--- config.mk ---
export PLATFORM = sky130hd
export DESIGN_NAME = avst_pipe_reg
export DESIGN_NICKNAME = d
export VERILOG_FILES = /design/src/rtl/sort_pkg.sv /design/src/rtl/avst_pipe_reg.sv
export SDC_FILE = /design/constraint.sdc
export NUM_CORES = 1
export LEC_CHECK = 0
export ABC_CLOCK_PERIOD_IN_PS = 1650
export CAP_MARGIN = 20
export CORE_MARGIN = 10
export CORE_UTILIZATION = 40
export CTS_CLUSTER_DIAMETER = 30
export DETAILED_ROUTE_END_ITERATION = 8
export PLACE_DENSITY = 0.83
export SLEW_MARGIN = 10
export SYNTH_ARGS = -nofsm -noshare
export SYNTH_HDL_FRONTEND = slang
export SYNTH_SLANG_ARGS = --single-unit
--- constraint.sdc ---
create_clock -name clk -period 1.65 [get_ports clk]
set_input_delay 0.4125 -clock clk [delete_from_list [all_inputs] [get_ports clk]]
set_output_delay 0.4125 -clock clk [all_outputs]
set_load 0.02 [all_outputs]
--- src/rtl/sort_pkg.sv ---
// sort_pkg: shared types for the packet sorter datapath and its output checker
package sort_pkg;

    typedef enum logic {IDLE_S, IN_PKT_S} chk_state_t;

    typedef struct packed {
        logic order;
        logic frame;
        logic len;
    } pkt_flags_t;

    // Framing sideband of one Avalon-ST beat; data travels alongside at its own width
    typedef struct packed {
        logic sop;
        logic eop;
    } avst_beat_t;

endpackage

--- src/rtl/avst_pipe_reg.sv ---
// avst_pipe_reg: one-slot ready/valid register for an Avalon-ST beat (data + SOP + EOP)
module avst_pipe_reg
    import sort_pkg::*;
#(
    parameter int DWIDTH = 16
) (
    input  logic              clk,
    input  logic              rst_n,
    input  logic [DWIDTH-1:0] snk_data,
    input  logic              snk_sop,
    input  logic              snk_eop,
    input  logic              snk_valid,
    output logic              snk_ready,
    output logic [DWIDTH-1:0] src_data,
    output logic              src_sop,
    output logic              src_eop,
    output logic              src_valid,
    input  logic              src_ready
);

    avst_beat_t ctl;

    // Slot may refill in the same cycle it drains, so full-rate streams see no bubbles
    assign snk_ready = !src_valid | src_ready;
    assign src_sop   = ctl.sop;
    assign src_eop   = ctl.eop;

    always_ff @(posedge clk or negedge rst_n) begin
        if (!rst_n) begin
            src_valid <= 1'b0;
            src_data  <= '0;
            ctl       <= '0;
        end else if (snk_valid && snk_ready) begin
            src_valid <= 1'b1;
            src_data  <= snk_data;
            ctl       <= '{sop: snk_sop, eop: snk_eop};
        end else if (src_ready) begin
            src_valid <= 1'b0;
        end
    end

endmodule

==> impl_metrics.tcl <==
set metrics [dict create \
    antennaDiodeCount 0 \
    critical_path_arrival_ns 1.15 \
    seq_area_um2 475 \
    fmax_mhz 642 \
    syn_nets 63 \
    yosys-top-cells-area "dfrtp_1 (63%), mux2_4 (20%), mux2_2 (12%), nand2b_4 (1.8%), buf_6 (1.5%)" \
    synth_top_area_frac 0.627 \
    areaGrowthSynthToFinish_pct 63.7 \
    clk_latency_ns 0.29 \
    clock_skew_ns 0.00877 \
    drc_errors 0 \
    synthDistinctLibCells 7 \
    cp_data_required_time_ns 1.24 \
    critical_path_buf_inv_count 2 \
    synthesis.area_um2 758 \
    dr.pass1.iters 3 \
    crit_slowest_cell "clkdlybuf4s50_1" \
    rsz0062_at_grt "no" \
    relSlewSlack 0.842 \
    dieArea_um2 4040 \
    fp.coreArea_um2 1760 \
    dp_hpwl_um 1630 \
    fillers 147 \
    rr_worst_depth 5 \
    grt_usage 0.0998 \
    grt_pass1_wl_um 3200 \
    hold_violations 0 \
    avgSynthCellArea_um2 18.5 \
    gp_congestion 0.625 \
    reg2reg_to "src_data[11]" \
    grt_max_degree 20 \
    end_kind "output port" \
    crit_chain "clkdlybuf4s50_1 > nand2b_4 > buf_2" \
    layout-drive-gt1-share 0.315 \
    cts-root-buf "clkbuf_4" \
    nets 112 \
    boundaryPins 42 \
    power_mw 1.16 \
    die-width_um 63.5 \
    cap_viol_max_count 0 \
    numCtsBuffers 3 \
    cts_tree "built" \
    antenna_found_initial 0 \
    ant_nets 0 \
    synthCells 41 \
    worst_pin_slew_ns 0.237 \
    fin_crit_sh 0.944 \
    status "finished clean" \
    place_ws_ns -0.359 \
    yosys_warnings 0 \
    h-tree-depth 1 \
    r2r-start "src_valid" \
    critPathLaunchType "input pin" \
    rrSetupSlack_ns 0.38 \
    overflow 0 \
    min_period_ns 1.56 \
    port_buffers 41 \
    instances_no_fill 114 \
    seq_area_frac_synth 0.627 \
    clock_path_buffers 2 \
    synth-seq-cells 19 \
    wl_per_cell_um 17.1 \
    clkSinkCount 19 \
    ir_worst_vdd_uv 645 \
    via_per_inst 4.53 \
    synth_area_leader_cell "dfrtp_1" \
    crit_fanout 2 \
    drt_iter0_drc 8 \
    initial_core_util 0.430 \
    place_inst 110 \
    hp-class "in2async" \
    multi_input_area_um2 272 \
    grt_pass1_vias 618 \
    power_density_nw_per_um2 938 \
    rows 15 \
    cpPeakStageDelay_ns 0.46 \
    leakagePower_nw 0.588 \
    setup_viol_count_final 0 \
    clk_pin_slew_ns 0.10 \
    postCtsSetupBuffers 0 \
    die_height_um 63.5 \
    ctsHoldBuffers 0 \
    drv_slew 0 \
    wl_um 1950 \
    cp_top_family "buffers and inverters" \
    crit_type "in2out" \
    worst_slack_ns 0.0917 \
    via_count 516 \
    cts_resized 23 \
]
==> stage by stage <==
stage | TNS, ns | hold WS [ns] | cell area [µm²] | util
detailed placement | -2.22 | 0.492 | 1240 | 0.705
global route | 0 | 0.475 | 1240 | 0.704
floorplan | 0 | 0.117 | 758 | -
CTS | 0 | 0.449 | 1240 | 0.704
global placement | -2.09 | 0.488 | 1240 | 0.705
finish | 0 | 0.447 | 1240 | 0.704
==> where the power goes <==
part / switching (mW) / total (mW) / internal (mW)
clock: 0.128 / 0.222 / 0.0938
combinational: 0.174 / 0.378 / 0.204
sequential: 0.0330 / 0.565 / 0.532
total: 0.335 / 1.16 / 0.829
==> cells in the mapped netlist <==
cell      instances
buf_6             1
dfrtp_1          19
mux2_2            8
mux2_4           10
nand2_4           1
nand2b_1          1
nand2b_4          1
==> cells in the final DEF (no fill, tap or decap) <==
| cell type | Yosys | final |
|---|---|---|
| clkdlybuf4s50_1 | 0 | 21 |
| dlygate4sd2_1 | 0 | 19 |
| dfrtp_1 | 19 | 19 |
| mux2_4 | 10 | 10 |
| mux2_2 | 8 | 8 |
| clkbuf_4 | 0 | 3 |
| buf_12 | 0 | 2 |
| buf_4 | 0 | 2 |
| nand2b_4 | 1 | 1 |
| nand2_4 | 1 | 1 |
| nand2b_1 | 1 | 1 |
| clkbuf_1 | 0 | 1 |
| buf_2 | 0 | 1 |
==> metal layers <==
layer	up-vias	wire length, µm	GRT usage
li1	235	-	-
met1	259	683	0.0964
met2	20	1100	0.182
met3	2	152	0.0406
met4	0	17	0.0410
met5	-	0	0
==> registers in the layout, indices dropped and copies added, names as in the netlist <==
signal and count:
src_eop 1, src_valid 1, src_data 16, src_sop 1
==> how the worst max path moves through the flow <==
| stage | start | endpoint | cells after the start |
|---|---|---|---|
| global route | src_ready | snk_ready | 3 |
| detailed placement | src_ready | snk_ready | 3 |
| floorplan | src_valid | src_data[10] | 4 |
| finish | src_ready | snk_ready | 3 |
| global placement | src_ready | snk_ready | 3 |
| CTS | src_ready | snk_ready | 3 |
==> cell families (layout without fill, tap and decap cells) <==
kind of cell	Yosys count	in the layout	share of synthesized area
flops	19	19	0.627
buf+inv	1	49	0.0149
mux	18	18	0.317
simple gates	3	3	0.0413
==> layout make-up <==
class,instances,area share
flip-flops and latches,19,0.383
repair buffers,45,0.352
multi-input cells,21,0.219
well taps,25,0.0252
clock buffers,4,0.0212
No activity file was read; power rests on OpenSTA's default activity.
